`src/rtl/wb_stage.sv`:
```
// ============================================================================
// Module   : wb_stage
// Purpose  : Writeback stage: load extraction, writeback mux, register-file
//            write port, cycle/instret counters and the tohost CSR.
// Options  : WB_LOAD_MISALIGN_CHECK_EN enables the misaligned-load trap flag.
// Revision : 1.0 - initial release
// ============================================================================
`default_nettype none

module wb_stage #(
  parameter int unsigned DWIDTH      = 32,
  parameter logic [11:0] TOHOST_ADDR = 12'h51E
) (
  input  logic              clk,
  input  logic              rst,
  input  logic              valid,
  input  logic [DWIDTH-1:0] pc,
  input  logic [DWIDTH-1:0] alu,
  input  logic [2:0]        LDSel,
  input  logic [1:0]        WBSel,
  input  logic              RegWen,
  input  logic [31:0]       inst,
  input  logic [DWIDTH-1:0] dmem_dout,
  input  logic              counter_clr,
  output logic              rf_we,
  output logic [4:0]        rf_wa,
  output logic [DWIDTH-1:0] rf_wd,
  output logic [DWIDTH-1:0] cycle_cnt,
  output logic [DWIDTH-1:0] instret_cnt,
  output logic [DWIDTH-1:0] tohost,
  output logic              misalign_err
);

  localparam logic [6:0] c_OPC_SYSTEM = 7'h73;
  localparam logic [2:0] c_LD_LB      = 3'b000;
  localparam logic [2:0] c_LD_LH      = 3'b001;
  localparam logic [2:0] c_LD_LBU     = 3'b100;
  localparam logic [2:0] c_LD_LHU     = 3'b101;

  logic [7:0]        w_byte;
  logic [15:0]       w_half;
  logic [DWIDTH-1:0] w_load;
  logic              w_misalign;
  logic              w_tohost_wr;

  logic [DWIDTH-1:0] cycle_q, cycle_d;
  logic [DWIDTH-1:0] instret_q, instret_d;
  logic [DWIDTH-1:0] tohost_q, tohost_d;

  // rs1 field is consumed upstream; it is only carried here inside inst.
  logic unused_rs1;
  assign unused_rs1 = ^inst[19:15];

  always_comb begin
    w_byte = dmem_dout[7:0];
    unique case (alu[1:0])
      2'd0: w_byte = dmem_dout[7:0];
      2'd1: w_byte = dmem_dout[15:8];
      2'd2: w_byte = dmem_dout[23:16];
      2'd3: w_byte = dmem_dout[31:24];
      default: w_byte = dmem_dout[7:0];
    endcase
    w_half = alu[1] ? dmem_dout[31:16] : dmem_dout[15:0];
    unique case (LDSel)
      c_LD_LB:  w_load = {{(DWIDTH-8){w_byte[7]}}, w_byte};
      c_LD_LBU: w_load = {{(DWIDTH-8){1'b0}}, w_byte};
      c_LD_LH:  w_load = {{(DWIDTH-16){w_half[15]}}, w_half};
      c_LD_LHU: w_load = {{(DWIDTH-16){1'b0}}, w_half};
      default:  w_load = dmem_dout;
    endcase
  end

  always_comb begin
    unique case (WBSel)
      2'b00:   rf_wd = w_load;
      2'b01:   rf_wd = alu;
      2'b10:   rf_wd = pc + DWIDTH'(4);
      default: rf_wd = '0;
    endcase
  end

  assign rf_wa = inst[11:7];
  assign rf_we = valid & RegWen & (inst[11:7] != 5'd0) & ~w_misalign;

  // csrrw (001) and csrrwi (101) both arrive with the write value already on alu.
  assign w_tohost_wr = valid && (inst[6:0] == c_OPC_SYSTEM) &&
                       (inst[31:20] == TOHOST_ADDR) &&
                       ((inst[14:12] == 3'b001) || (inst[14:12] == 3'b101));

  always_comb begin
    cycle_d   = cycle_q + DWIDTH'(1);
    instret_d = instret_q + (valid ? DWIDTH'(1) : DWIDTH'(0));
    if (counter_clr) begin
      cycle_d   = '0;
      instret_d = '0;
    end
    tohost_d = w_tohost_wr ? alu : tohost_q;
  end

  always_ff @(posedge clk) begin
    if (rst) begin
      cycle_q   <= '0;
      instret_q <= '0;
      tohost_q  <= '0;
    end else begin
      cycle_q   <= cycle_d;
      instret_q <= instret_d;
      tohost_q  <= tohost_d;
    end
  end

  assign cycle_cnt   = cycle_q;
  assign instret_cnt = instret_q;
  assign tohost      = tohost_q;

`ifdef WB_LOAD_MISALIGN_CHECK_EN
  logic w_is_half;
  logic w_is_word;
  logic misalign_q;

  assign w_is_half  = (LDSel == c_LD_LH) || (LDSel == c_LD_LHU);
  assign w_is_word  = !w_is_half && (LDSel != c_LD_LB) && (LDSel != c_LD_LBU);
  assign w_misalign = valid && (WBSel == 2'b00) &&
                      ((w_is_half && alu[0]) || (w_is_word && (alu[1:0] != 2'b00)));

  // Sticky until reset; counter_clr deliberately leaves it alone.
  always_ff @(posedge clk) begin
    if (rst) begin
      misalign_q <= 1'b0;
    end else if (w_misalign) begin
      misalign_q <= 1'b1;
    end
  end

  assign misalign_err = misalign_q;
`else
  assign w_misalign   = 1'b0;
  assign misalign_err = 1'b0;
`endif

endmodule

`default_nettype wire

```
`config.mk`:
```
export PLATFORM = sky130hd
export DESIGN_NAME = wb_stage
export DESIGN_NICKNAME = d
export VERILOG_FILES = /design/src/rtl/wb_stage.sv
export SDC_FILE = /design/constraint.sdc
export NUM_CORES = 1
export LEC_CHECK = 0
export CORE_UTILIZATION = 40
export DETAILED_ROUTE_END_ITERATION = 10
export PLACE_DENSITY = 0.81
export SYNTH_ARGS = -nofsm -noshare
export SYNTH_HDL_FRONTEND = slang
export SYNTH_SLANG_ARGS = --single-unit
```
`constraint.sdc`:
```
create_clock -name clk -period 6.7 [get_ports clk]
set_clock_uncertainty 0.2 [all_clocks]
set_input_delay 0.67 -clock clk [delete_from_list [all_inputs] [get_ports clk]]
set_output_delay 0.67 -clock clk [all_outputs]
set_load 0.05 [all_outputs]
```
Word-level counts from Yosys, hierarchy flattened
Index checks and enable logic that the tools add are counted.
{"block": "word_totals", "elab_cells": 34, "register_bits": 96, "latch_bits": 0, "output_inout_bits": 135, "ram_bits": 0, "rom_bits": 0, "mem_count": 0}
{"block": "classes", "reduce_logical": 9, "multipliers": 0, "order_cmp": 0, "shift": 0, "n_mux": 5, "div": 0, "eq_ne": 12, "n_addsub": 3, "bitwise_logic": 2}
{"operator": "$pmux W32 S4", "n": 1}
{"operator": "$pmux W32 S3", "n": 1}
{"operator": "$add A32 B1 Y32", "n": 1}
{"operator": "$add A32 B1 Y32 const B", "n": 1}
{"operator": "$add A32 B3 Y32 const B", "n": 1}
{"operator": "$pmux W8 S4", "n": 1}
{"operator": "$mux W16", "n": 1}
{"operator": "$eq A12 B11 Y1 const B", "n": 1}
{"operator": "$eq A3 B3 Y1 const B", "n": 3}
{"operator": "$eq A7 B7 Y1 const B", "n": 1}
{"operator": "$eq A2 B2 Y1 const B", "n": 3}
{"operator": "$eq A3 B1 Y1 const B", "n": 2}
{"operator": "$reduce_bool A5 Y1", "n": 1}
{"operator": "$eq A2 B1 Y1 const B", "n": 2}
{"operator": "$logic_not A2 Y1", "n": 2}
{"operator": "$logic_and A1 B1 Y1", "n": 3}
{"operator": "$logic_not A3 Y1", "n": 1}
{"operator": "$and A1 B1 Y1", "n": 2}
{"operator": "$reduce_or A2 Y1", "n": 1}
{"operator": "$logic_or A1 B1 Y1", "n": 1}
{"operator": "$mux W1", "n": 1}

Depth between registers and ports, before layout
{"block": "depth", "word_depth": 4, "ltp_mapped": 7}

Worst setup path after synthesis
OpenSTA, ideal clock, no wires.
{"block": "synth_path", "kind": "input to output", "from": "input port alu[1]", "to": "output port rf_wd[9]", "path_slack_ps": 3206, "cell_stages": 6, "n_path_buf": 1, "arrival_time_ps": 2624, "cell_sequence": "clkbuf_1 > mux2i_1 > a21oi_1 > and3b_1 > o22ai_1 > o21ai_0"}
{"block": "synth_between", "elab_chain_len": 4}
{"item": "from (decl)", "line_no": "18", "rtl": "input logic [DWIDTH-1:0] alu,"}
{"item": "$eq A2 B2 Y1 (tied with other cells)", "line_no": "56", "rtl": "unique case (alu[1:0])"}
{"item": "$pmux W8 S4", "line_no": "56"}
{"item": "$pmux W32 S4 *", "line_no": "64", "rtl": "unique case (LDSel)"}
{"item": "$pmux W32 S3 *", "line_no": "74", "rtl": "unique case (WBSel)"}
{"item": "to (decl)", "line_no": "27", "rtl": "output logic [DWIDTH-1:0] rf_wd,"}
Mark *: on every way between the ends. The rest lies on a longest branch, timed or not.

Worst setup path in the final report
{"block": "layout_path", "from": "input port alu[1]", "to": "output port rf_wd[29]"}
The elaborated chain is that of the path after synthesis.

==> impl_metrics.py <==
metrics = {
    "cells_and_area": {
        "drive_above_1_share_pct": 4.07,
        "multi_input_area_um2": 3580,
        "final_common_cell": "clkdlybuf4s50_1",
        "nFillCells": 1229,
        "syn_to_final_growth_pct": 52.1,
        "layout.area.seq_um2": 1920,
        "antennaDiodeCount": 0,
        "fin_nets": 1096,
        "final_cell_mix": "265 x clkdlybuf4s50_1, 112 x nor2_1, 96 x dfxtp_1, 54 x nand2_1, 42 x xnor2_1",
        "fin_cells": 1139,
    },
    "setup_path": {
        "arrival_ns": 3.88,
        "slowest_stage": "clkdlybuf4s50_1",
        "required_ns": 5.83,
        "worstPathMaxFanout": 25,
        "crit_top_cell": "clkdlybuf4s50_1",
        "r2r_cells": 7,
        "critPathKind": "input port to output pin",
        "max_stage_delay_ns": 1.09,
        "worstSetupEndpointType": "output pin",
        "worstSetupStartpointType": "input port",
        "path_cells": "clkdlybuf4s50_1 > mux2i_1 > a21oi_1 > nand2_1 > a21o_1 > o221ai_1 > clkdlybuf4s50_1",
    },
    "cts": {
        "numCtsBuffers": 9,
        "cts-resized-gates": 0,
        "clock-sinks": 96,
        "clock_path_buffers": 2,
        "cts_tree": "yes",
        "cts_root_buffer": "clkbuf_16",
        "hold_buffers": 0,
        "htreeDepth": 3,
        "post-cts-setup-buffers": 0,
        "clk_latency_ns": 0.34,
        "clkTransAtPathRegs_ns": 0.06,
    },
    "power": {
        "p_sw_w": 0.000422,
        "p_leak_nw": 2.87,
        "powerDensity_nw_per_um2": 160,
        "power_frac_seq_pct": 40.8,
        "clkPwrFrac_pct": 36.2,
        "p_int_w": 0.000980,
        "irDropWorstVdd_v": 0.000105,
        "p_comb_share_pct": 23.0,
        "p_sw_share_pct": 30.1,
    },
    "logic_synthesis": {
        "synth.ff_latch_count": 96,
        "async_reset_ff_share_pct": 0,
        "yosysSeqAreaShare_pct": 33.4,
        "synthCells": 720,
        "avgSynthCellArea_um2": 7.99,
        "synthesis.nets": 862,
        "yosys_warnings": 0,
        "synth_flop_cell": "dfxtp_1",
        "synth_edf_count": 0,
        "syn_area_um2": 5750,
        "synthDistinctLibCells": 54,
    },
    "floorplanning": {
        "initial_core_util_pct": 41.3,
        "core_um2": 13900,
        "fp.dieW_um": 122,
        "die_h_um": 122,
        "ioPinCount": 273,
        "rows": 43,
        "dieArea_um2": 14900,
    },
    "route": {
        "wl_per_cell_um": 17.0,
        "first_iter_violations": 496,
        "drt-total-wl_um": 19400,
        "vias": 6170,
        "drc_errors": 0,
        "ant_nets": 0,
        "first_pass_iters": 5,
        "vias_per_cell": 5.42,
    },
    "place": {
        "dp_hpwl_um": 14600,
        "dp_cells": 1123,
        "gp_congestion": 0.959,
        "port_buffers": 265,
    },
    "grt": {
        "overflow": 0,
        "grt_max_degree": 62,
        "antenna_found_initial": 0,
        "grtUsageTotal_pct": 25.3,
        "grt_pass1_vias": 5561,
        "grt_pass1_wl_um": 29200,
    },
    "timing": {
        "setup_viol": 0,
        "rsz0062_at_grt": "false",
        "post-route-min-period_ns": 4.75,
        "worstMarginPinSlew_ns": 1.13,
        "tns_ns": 0,
        "fin_crit_sh_pct": 70.9,
        "hold_viol_final": 0,
        "relSlewSlack_pct": 24.4,
        "slew_violations": 0,
        "fmax_ghz": 0.211,
    },
    "min_path": {
        "hp-class": "register to register",
        "hold_depth": 2,
    },
    "flow_run": {
        "cap_violations": 0,
    },
    "outcome": {
        "run_status": "complete, no violations",
    },
}
==> routing by layer <==
metal	up-vias	part of all wire [%]	GRT usage, %
li1	3029	-	-
met1	2827	43	33.8
met2	279	46	38.9
met3	35	8.9	5.90
met4	0	2.6	10.0
met5	-	0	0
==> cell families (layout without fill, tap and decap cells) <==
logic type,after synthesis,in the layout,share of synthesized area (%)
other cells,1,1,0.0652
compound gates,113,113,12.9
mux,39,39,6.81
xor+xnor,79,79,12.0
buf+inv,60,299,4.57
flops,96,96,33.4
simple gates,328,328,29.4
fa+ha+maj,4,4,0.870
==> per-stage QoR <==
step / total power (W) / hold WS [ns] / utilization [%] / worst slack [ns] / instance area, µm²
floorplan: 0.000750 / 0.479 / - / 3.21 / 5750
global placement: 0.000904 / 0.272 / 60.7 / 2.03 / 8460
detailed placement: 0.000905 / 0.281 / 60.7 / 2.00 / 8460
CTS: 0.00142 / 0.299 / 62.8 / 2.00 / 8750
global route: 0.00146 / 0.320 / 62.8 / 1.81 / 8750
finish: 0.00140 / 0.296 / 62.8 / 1.95 / 8750
==> final cells by class <==
class / instances / area share [%]
clock inverter: 5 / 0.515
inverter: 13 / 0.558
multi-input combinational: 564 / 40.9
sequential: 96 / 22.0
timing repair buffer: 270 / 30.7
clock buffer: 11 / 2.77
tap: 180 / 2.57
==> power by group through the flow <==
stage / sequential, W / clock [W] / combinational [W]
after global routing: 0.000572 / 0.000549 / 0.000339
after global placement: 0.000586 / 0 / 0.000319
after floorplan: 0.000589 / 0 / 0.000162
final: 0.000572 / 0.000508 / 0.000323
after CTS: 0.000572 / 0.000524 / 0.000321
after detailed placement: 0.000586 / 0 / 0.000319
==> final timing paths <==
path,from,end,slack [ns]
min,tohost[7],tohost[7],0.30
min reg2reg,tohost[7],tohost[7],0.30
max,alu[1],rf_wd[29],1.95
max reg2reg,instret_cnt[0],instret_cnt[30],4.37
==> state kept, by name (all words and copies together) (netlist names) <==
register,cells
cycle_cnt,32
instret_cnt,32
tohost,32
==> critical path, delay by kind of cell <==
family / cells / cell delay [ns]
AOI/OAI and AO/OA: 3 / 0.91
buffers and inverters: 2 / 1.96
muxes: 1 / 0.21
and+or+nand+nor: 1 / 0.12
==> cell usage after synthesis, types with 3 or more instances <==
library cell  number  share of area, %
a21oi_1           35               3.0
nor4_2             9               2.0
clkbuf_1          34               2.2
and2_1             6              0.65
mux2i_1           38               6.6
a32oi_1            3              0.46
or3_1             12               1.3
inv_1             12              0.78
nor3b_1            4              0.52
o211ai_1           6              0.78
buf_4              6              0.78
nand4_1           23               2.5
a22o_1             3              0.46
xor2_1            37               5.6
nor4_1             3              0.33
nand2b_1           6              0.65
and3_1            14               1.5
o21ai_0           26               2.3
dfxtp_1           96                33
xnor2_1           42               6.4
and4_1             6              0.91
nor2_1           112               7.3
a22oi_1            6              0.78
nand3_1           40               3.5
buf_2              6              0.52
ha_1               4              0.87
nand2_1           54               3.5
o221ai_1          19               2.9
nor2b_1            4              0.43
or4_4              3              0.59
nor3_1            21               1.8
Note: power is estimated with default switching activity, not from simulation.
